===== src/rtl/seg_scan_if.sv =====
// Signal bundle between a host/display driver and seg_scan_ctrl.
// The master drives digit data and display controls; the slave drives the decoder and digit enables.
interface seg_scan_if #(
    parameter int DIGITS = 4
);
    logic [4*DIGITS-1:0] din;
    logic                ld;
    logic                lt;
    logic                rbi;
    logic [3:0]          bcd;
    logic                blank;
    logic [DIGITS-1:0]   dig;
    logic                frame;

    modport master (
        output din, ld, lt, rbi,
        input  bcd, blank, dig, frame
    );

    modport slave (
        input  din, ld, lt, rbi,
        output bcd, blank, dig, frame
    );
endinterface


===== src/rtl/seg_scan_ctrl.sv =====
// Time-multiplexed scan controller for a common-cathode seven-segment display sharing one BCD decoder.
// Define SEG_SCAN_LZB_EN to enable leading-zero blanking; otherwise RBI is accepted but ignored.
module seg_scan_ctrl #(
    parameter int DIGITS   = 4,
    parameter int PRESCALE = 1000,
    parameter int DEAD     = 2
) (
    input  logic      clk_i,
    input  logic      rst_ni,
    seg_scan_if.slave scan_io
);

    localparam int CW = (PRESCALE > 1) ? $clog2(PRESCALE) : 1;
    localparam int IW = (DIGITS > 1) ? $clog2(DIGITS) : 1;
    localparam logic [CW-1:0] CNT_LAST = CW'(PRESCALE - 1);
    localparam logic [CW-1:0] CNT_DEAD = CW'(DEAD);
    localparam logic [IW-1:0] IDX_LAST = IW'(DIGITS - 1);

    typedef enum logic [1:0] {
        ST_IDLE,
        ST_DEAD,
        ST_ON
    } state_e;

    state_e              state_q, state_d;
    logic [CW-1:0]       cnt_q, cnt_d;
    logic [IW-1:0]       idx_q, idx_d;
    logic [4*DIGITS-1:0] staging_q;
    logic [4*DIGITS-1:0] shadow_q;
    logic                pending_q;
    logic [DIGITS-1:0]   dig_q, dig_d;
    logic                frame_q, frame_d;
    logic                wrapFrame;
    logic [DIGITS-1:0]   blankedVec;
    logic [3:0]          curDigit;
    logic [3:0]          bcdVal;
    logic                blankVal;
    logic                allZero;

    // The first edge after reset only enters slot 0 so FRAME covers a full idx0/cnt0 cycle.
    always_comb begin
        cnt_d     = cnt_q;
        idx_d     = idx_q;
        wrapFrame = 1'b0;
        if (state_q != ST_IDLE) begin
            if (cnt_q == CNT_LAST) begin
                cnt_d = '0;
                if (idx_q == IDX_LAST) begin
                    idx_d     = '0;
                    wrapFrame = 1'b1;
                end else begin
                    idx_d = idx_q + 1'b1;
                end
            end else begin
                cnt_d = cnt_q + 1'b1;
            end
        end
        state_d = (cnt_d >= CNT_DEAD) ? ST_ON : ST_DEAD;
        frame_d = (idx_d == '0) && (cnt_d == '0);
        dig_d   = (state_d == ST_ON) ? (DIGITS'(1) << idx_d) : '0;
    end

    always_ff @(posedge clk_i or negedge rst_ni) begin
        if (!rst_ni) begin
            state_q   <= ST_IDLE;
            cnt_q     <= '0;
            idx_q     <= '0;
            staging_q <= '0;
            shadow_q  <= '0;
            pending_q <= 1'b0;
            dig_q     <= '0;
            frame_q   <= 1'b0;
        end else begin
            state_q <= state_d;
            cnt_q   <= cnt_d;
            idx_q   <= idx_d;
            dig_q   <= dig_d;
            frame_q <= frame_d;
            if (wrapFrame && pending_q) begin
                shadow_q  <= staging_q;
                pending_q <= 1'b0;
            end
            // A load on the boundary edge overrides the pending clear and waits a frame.
            if (scan_io.ld) begin
                staging_q <= scan_io.din;
                pending_q <= 1'b1;
            end
        end
    end

    always_comb begin
        blankedVec = '0;
        allZero    = 1'b1;
`ifdef SEG_SCAN_LZB_EN
        for (int i = DIGITS - 1; i >= 1; i--) begin
            allZero       = allZero && (shadow_q[4*i +: 4] == 4'h0);
            blankedVec[i] = scan_io.rbi && allZero;
        end
`else
        blankedVec[0] = scan_io.rbi & ~allZero;
`endif
    end

    // LT and RBI act combinationally on the registered slot so their effect is same-cycle.
    always_comb begin
        curDigit = shadow_q[int'(idx_q)*4 +: 4];
        bcdVal   = 4'hF;
        blankVal = 1'b1;
        if (state_q == ST_ON) begin
            if (scan_io.lt) begin
                bcdVal   = 4'h8;
                blankVal = 1'b0;
            end else if (blankedVec[idx_q]) begin
                bcdVal   = 4'hF;
                blankVal = 1'b1;
            end else begin
                bcdVal   = curDigit;
                blankVal = 1'b0;
            end
        end
    end

    assign scan_io.bcd   = bcdVal;
    assign scan_io.blank = blankVal;
    assign scan_io.dig   = dig_q;
    assign scan_io.frame = frame_q;

endmodule


===== src/flat_wrapper.sv =====
// flat-port wrapper written by rule: the top's interface ports become plain ports
module seg_scan_ctrl_flat 
#(
    parameter int DIGITS   = 4,
    parameter int PRESCALE = 1000,
    parameter int DEAD     = 2
)
  (clk_i, rst_ni, scan_io_din, scan_io_ld, scan_io_lt, scan_io_rbi, scan_io_bcd, scan_io_blank, scan_io_dig, scan_io_frame);
  seg_scan_if #(.DIGITS(DIGITS)) scan_io_i ();
  input  logic clk_i;
  input  logic rst_ni;
  input wire logic [$bits(scan_io_i.din)-1:0] scan_io_din;
  input wire logic [$bits(scan_io_i.ld)-1:0] scan_io_ld;
  input wire logic [$bits(scan_io_i.lt)-1:0] scan_io_lt;
  input wire logic [$bits(scan_io_i.rbi)-1:0] scan_io_rbi;
  output wire logic [$bits(scan_io_i.bcd)-1:0] scan_io_bcd;
  output wire logic [$bits(scan_io_i.blank)-1:0] scan_io_blank;
  output wire logic [$bits(scan_io_i.dig)-1:0] scan_io_dig;
  output wire logic [$bits(scan_io_i.frame)-1:0] scan_io_frame;
  assign scan_io_i.din = scan_io_din;
  assign scan_io_i.ld = scan_io_ld;
  assign scan_io_i.lt = scan_io_lt;
  assign scan_io_i.rbi = scan_io_rbi;
  assign scan_io_bcd = scan_io_i.bcd;
  assign scan_io_blank = scan_io_i.blank;
  assign scan_io_dig = scan_io_i.dig;
  assign scan_io_frame = scan_io_i.frame;
  seg_scan_ctrl #(.DIGITS(DIGITS), .PRESCALE(PRESCALE), .DEAD(DEAD)) u_core (.clk_i(clk_i), .rst_ni(rst_ni), .scan_io(scan_io_i));
endmodule

===== config.mk =====
export PLATFORM = sky130hd
export DESIGN_NAME = seg_scan_ctrl_flat
export DESIGN_NICKNAME = d
export VERILOG_FILES = /design/src/rtl/seg_scan_if.sv /design/src/rtl/seg_scan_ctrl.sv /design/src/flat_wrapper.sv
export SDC_FILE = /design/constraint.sdc
export NUM_CORES = 1
export LEC_CHECK = 0
export BUFFER_PORTS_ARGS = -buffer_cell sky130_fd_sc_hd__buf_2
export CAP_MARGIN = 20
export CORE_MARGIN = 4
export CORE_UTILIZATION = 61
export DETAILED_ROUTE_END_ITERATION = 8
export GPL_ROUTABILITY_DRIVEN = 0
export HOLD_SLACK_MARGIN = 0.05
export PLACE_DENSITY = 0.83
export REMOVE_ABC_BUFFERS = 1
export SETUP_SLACK_MARGIN = 0.4
export SKIP_LAST_GASP = 1
export SLEW_MARGIN = 0
export SYNTH_ARGS = -nofsm -noshare
export SYNTH_HDL_FRONTEND = slang
export SYNTH_SLANG_ARGS = --single-unit

===== constraint.sdc =====
create_clock -name clk_i -period 3.51 [get_ports clk_i]
set_input_delay 0.1755 -clock clk_i [delete_from_list [all_inputs] [get_ports clk_i]]
set_output_delay 0.1755 -clock clk_i [all_outputs]
set_load 0.05 [all_outputs]

; ---- Word-level counts from Yosys, hierarchy flattened
; Cells that the tools add are included.
[totals]
regBits = 52
latchBits = 0
mem_bits_rw = 0
rom_bits = 0
input_bits = 21
wordCells = 44
memories = 0
[op_classes]
add_sub_neg = 2
mul = 0
div = 0
order_cmp = 2
n_eq_ne = 4
shifts = 2
mux = 20
bitwise_logic = 0
reduce_logical = 6
[ops]
columns = cell, count
row1 = 10-bit 2-to-1 mux, 2
row2 = 4-bit 2-to-1 mux, 4
row3 = 16-bit by 5-bit indexed part select with 4-bit output, 1
row4 = "10-bit by 1-bit adder with 10-bit output, second input constant", 1
row5 = "10-bit equality test, second input constant", 1
row6 = "10-bit by 2-bit >= comparator with 1-bit output, second input constant", 1
row7 = 10-bit logical NOT, 1
row8 = 1-bit 2-to-1 mux, 9
row9 = 2-bit 2-to-1 mux, 4
row10 = "2-bit equality test, second input constant", 3
row11 = 2-bit nonzero test, 2
row12 = "1-bit by 2-bit left shift with 4-bit output, first input constant", 1
row13 = "2-bit by 3-bit less-than comparator with 1-bit output, second input constant", 1
row14 = "2-bit by 1-bit adder with 2-bit output, second input constant", 1
row15 = 1-bit binary-select mux with 2-bit select, 1
row16 = 1-bit logical AND, 2
row17 = 2-bit logical NOT, 1

; ---- Depth between registers and ports, before layout
[logic_depth]
ltp_word = 7
ltp_mapped = 8
depth_no_buf = 7

; ---- Worst setup path after synthesis
; No wires, ideal clock.
[synth_path]
kind = register to output
start = reg u_core.idx_q[0]
end = out scan_io_bcd[0]
arrival_ns = 2.052
slack_ns = 1.283
stages_incl_launch_ff = 5
n_path_buf = 1
path_cell_list = dfrtp_1 > clkbuf_1 > mux4_2 > inv_1 > o21ai_0
[synth_via]
elab_chain_len = 5
elab_cells_between_ends = 6
[synth_lines]
columns = item, line_no
row1 = "start, declared", seg_scan_ctrl.sv:27  ; logic [IW-1:0] idx_q, idx_d;
row2 = "start signal, assigned", seg_scan_ctrl.sv:76  ; idx_q <= idx_d;
row3 = branches (longest 2 deep; another with 16-bit by 5-bit indexed part select with 4-bit output), -
row4 = 4-bit 2-to-1 mux *, seg_scan_ctrl.sv:113  ; end else if (blankedVec[idx_q]) begin
row5 = 4-bit 2-to-1 mux *, seg_scan_ctrl.sv:110  ; if (scan_io.lt) begin
row6 = 4-bit 2-to-1 mux *, seg_scan_ctrl.sv:109  ; if (state_q == ST_ON) begin
row7 = "end, declared", flat_wrapper.sv:16  ; output wire logic [$bits(scan_io_i.bcd)-1:0] scan_io_bcd;
; Every way passes the cells marked *. The select of a mux whose other input is x is not followed.

; ---- Final worst setup path
[layout_path]
start = reg u_core.cnt_q[4]
end = reg u_core.shadow_q[4]
[layout_via]
elab_chain_len = 4
[layout_lines]
columns = item, line_no
row1 = "start, declared", seg_scan_ctrl.sv:26  ; logic [CW-1:0] cnt_q, cnt_d;
row2 = "start signal, assigned", seg_scan_ctrl.sv:75  ; cnt_q <= cnt_d;
row3 = 10-bit equality test, seg_scan_ctrl.sv:46  ; if (cnt_q == CNT_LAST) begin
row4 = 1-bit 2-to-1 mux, seg_scan_ctrl.sv:46
row5 = 1-bit 2-to-1 mux, seg_scan_ctrl.sv:45  ; if (state_q != ST_IDLE) begin
row6 = 1-bit logical AND, seg_scan_ctrl.sv:79  ; if (wrapFrame && pending_q) begin
row7 = "end signal, assigned", seg_scan_ctrl.sv:80  ; shadow_q <= staging_q;
row8 = "end, declared", seg_scan_ctrl.sv:29  ; logic [4*DIGITS-1:0] shadow_q;
; Every way passes these cells.
; A chain may end at the register's enable or synchronous reset.

==> results.json <==
{
  "io_pins": 31,
  "synth_top_area_share_pct": 53.0,
  "fin_setup_tns_ps": 0,
  "cap_viol_max_count": 0,
  "antenna_violating_nets_post_route": 0,
  "cts_max_path_buffers": 2,
  "global_route.overflow_total": 0,
  "result_of_the_run": "finished, final reports clean",
  "worst_skew_pair.late_latency_ps": 300,
  "rsz0062_at_grt": "false",
  "clkTransAtPathRegs_ps": 90,
  "critical_path.endpoint_type": "flop",
  "synth_top_area_cells": "dfrtp_1, mux2_2, mux2_4",
  "place_inst": 253,
  "vdd_drop_max_mv": 0.335,
  "syn-cell-area_um2": 2460,
  "skew_ps": 7.62,
  "area_growth_pct": 10.8,
  "post_cts_resize_count": 0,
  "critical-path-max-stage-delay_ps": 550,
  "post-synth-top-area-cell": "dfrtp_1",
  "maxSlewViolCount": 0,
  "met3_length_um": 226,
  "critical_path.max_fanout": 16,
  "fp.dieH_um": 71.5,
  "floorplan.initialDensity_pct": 65.2,
  "most-common-layout-cells": "dfrtp_1, buf_2, mux2_2",
  "dieWidth_um": 71.5,
  "drtPass1Iterations": 4,
  "power-per-cell-area_nw_per_um2": 396,
  "wirelength_um": 4410,
  "cp_cell_sequence": "and4bb_2, and3_1, nand3_4, mux2_4",
  "worstHoldPathType": "primary input to flop",
  "synth_cells": 188,
  "grt_max_degree": 53,
  "diodes_inserted": 0,
  "final_worst_path_cycle_share_pct": 66.3,
  "most_common_cell_after_layout_fill_and_taps_aside": "dfrtp_1",
  "cts-htree-levels": 2,
  "met2_length_um": 2330,
  "synthDistinctLibCells": 40,
  "synth_warnings": 0,
  "timing.critical_path.from": "u_core.cnt_q[4]",
  "worst_endpoint_required_time_ps": 3700,
  "overall_global_routing_usage_pct": 18.8,
  "hold_start": "scan_io_din[10]",
  "cts_tree": "done",
  "drive_above_1_share_pct": 39.1,
  "start_kind": "flop",
  "timing.final.hold_violations": 0,
  "postSynthAreaPerCell_um2": 13.1,
  "maxSlewHeadroom_pct": 62.3,
  "top_layer": "met4",
  "max_clock_freq_mhz": 430,
  "dr_total_vias": 1536,
  "placementRows": 22,
  "layout_min_cycle_time_ps": 2330,
  "numClockSinks": 52,
  "critical_register_to_register_path_startpoint": "u_core.cnt_q[4]",
  "nFillCells": 253,
  "grt_antenna_before_repair": 0,
  "vias_per_cell": 5.84,
  "wire_length_of_the_first_global_routing_pass_um": 7470,
  "count_of_placed_standard_cells_in_the_final_layout_fillers_left_out": 263,
  "numCtsBuffers": 5,
  "synth.ff_latch_count": 52,
  "dr.first_iter.drc_count": 97,
  "criticalPathCategory": "flop to flop",
  "place.detailed.hpwl_um": 3160,
  "worstPathArrival_ps": 2520,
  "timing.final.setup_violations": 0,
  "worst_path_max_delay_cell": "dfrtp_1",
  "post-route-drc-count": 0,
  "drt-met1-wl_um": 1800,
  "grt_pass1_vias": 1596,
  "part_of_the_yosys_area_used_for_sequential_elements_pct": 53.0,
  "lkg_pwr_nw": 1.29,
  "die_ar_um2": 5110,
  "drt-wirelength-per-cell_um": 16.8,
  "design.core.area_um2": 3770,
  "number_of_port_buffers": 29,
  "fin_nets": 238,
  "clockRootBuffer": "clkbuf_8",
  "worstMarginPinSlew_ps": 565
}
==> power by group <==
| group | leakage [nW] | switching, mW | internal, mW |
|---|---|---|---|
| sequential | 0.665 | 0.00945 | 0.617 |
| combinational | 0.575 | 0.0260 | 0.0278 |
| clock | 0.0541 | 0.187 | 0.211 |
==> routing by layer <==
| layer | vias to the layer above | track usage, % |
|---|---|---|
| li1 | 722 | - |
| met1 | 771 | 23.1 |
| met2 | 36 | 32.8 |
| met3 | 7 | 5.19 |
| met4 | 0 | 5.01 |
| met5 | - | 0 |
==> registers in the layout (all words and copies together), names as in the netlist <==
register,count
u_core.idx_q,2
u_core.shadow_q,16
u_core.scan_io.frame,1
u_core.state_q,2
u_core.scan_io.dig,4
u_core.staging_q,16
u_core.pending_q,1
u_core.cnt_q,10
==> final cells by class <==
| class | instances | area (um^2) | share of cell area [%] |
|---|---|---|---|
| clock buffers | 5 | 68.8 | 2.53 |
| clock inverters | 3 | 42.5 | 1.56 |
| inverters | 7 | 26.3 | 0.965 |
| multi-input cells | 117 | 1050 | 38.5 |
| flip-flops and latches | 52 | 1300 | 47.8 |
| well taps | 48 | 60.1 | 2.20 |
| repair buffers | 31 | 175 | 6.43 |
==> per-stage QoR <==
stage	setup WS [ps]	utilization (%)	power [mW]	cell area, um^2	hold slack [ps]
floorplan	1380	-	0.658	2380	-120
global placement	1260	68.5	0.685	2580	408
detailed placement	1220	68.5	0.690	2580	413
CTS	1190	71.4	1.09	2690	92.2
global route	1030	72.2	1.12	2720	89.4
finish	1180	72.2	1.08	2720	99.9
==> path summary, 6_finish.rpt <==
check	to	cells past startpoint	slack, ps
max	u_core.shadow_q[4]	4	1180
min	u_core.staging_q[10]	2	100
max reg2reg	u_core.shadow_q[4]	4	1180
min reg2reg	u_core.staging_q[10]	1	510
max in group asynchronous	u_core.shadow_q[9]	3	2790
min in group asynchronous	u_core.scan_io.frame	2	230
==> cell families (layout without fill, tap and decap cells) <==
group                      after synthesis  in the layout  share of synthesized area, %
DFF                                     52             52                          53.0
xor gates and xnor gates                10             10                          3.56
and+or+nand+nor                         36             36                          7.99
muxes                                   41             41                          21.7
AOI/OAI and AO/OA                       27             27                          7.94
buffers and inverters                   19             46                          4.33
adders and majority gates                3              3                          1.53
==> timing repair <==
action	4_1_cts	5_1_grt
hold buffers	0	1
hold endpoints to repair	0	52
buffers inserted	0	0
==> critical path, delay by kind of cell (launching register included) <==
kind             cells  cell delay (ps)
multiplexers         1              390
AND/OR/NAND/NOR      3             1270
flip-flops           1              550
==> synth_stat cells <==
cell type / n
a211oi_1: 2
a211oi_4: 1
a21o_1: 2
a21o_2: 1
a21oi_1: 4
a311oi_1: 1
a31o_2: 1
a31oi_1: 4
and3_1: 1
and4_1: 1
and4bb_2: 1
buf_1: 1
buf_2: 4
buf_4: 2
buf_6: 3
clkbuf_1: 2
dfrtp_1: 52
ha_1: 3
inv_1: 7
mux2_2: 24
mux2_4: 11
mux2i_1: 3
mux4_2: 3
nand2_1: 7
nand2_2: 1
nand3_1: 2
nand3_4: 1
nand4_1: 1
nor2_1: 13
nor2b_1: 1
nor3_1: 5
nor4b_2: 1
o2111a_2: 1
o2111ai_1: 1
o21a_1: 2
o21ai_0: 6
o31ai_1: 1
or4_1: 1
xnor2_1: 7
xor2_1: 3
Power figures use the tool's default switching activity.
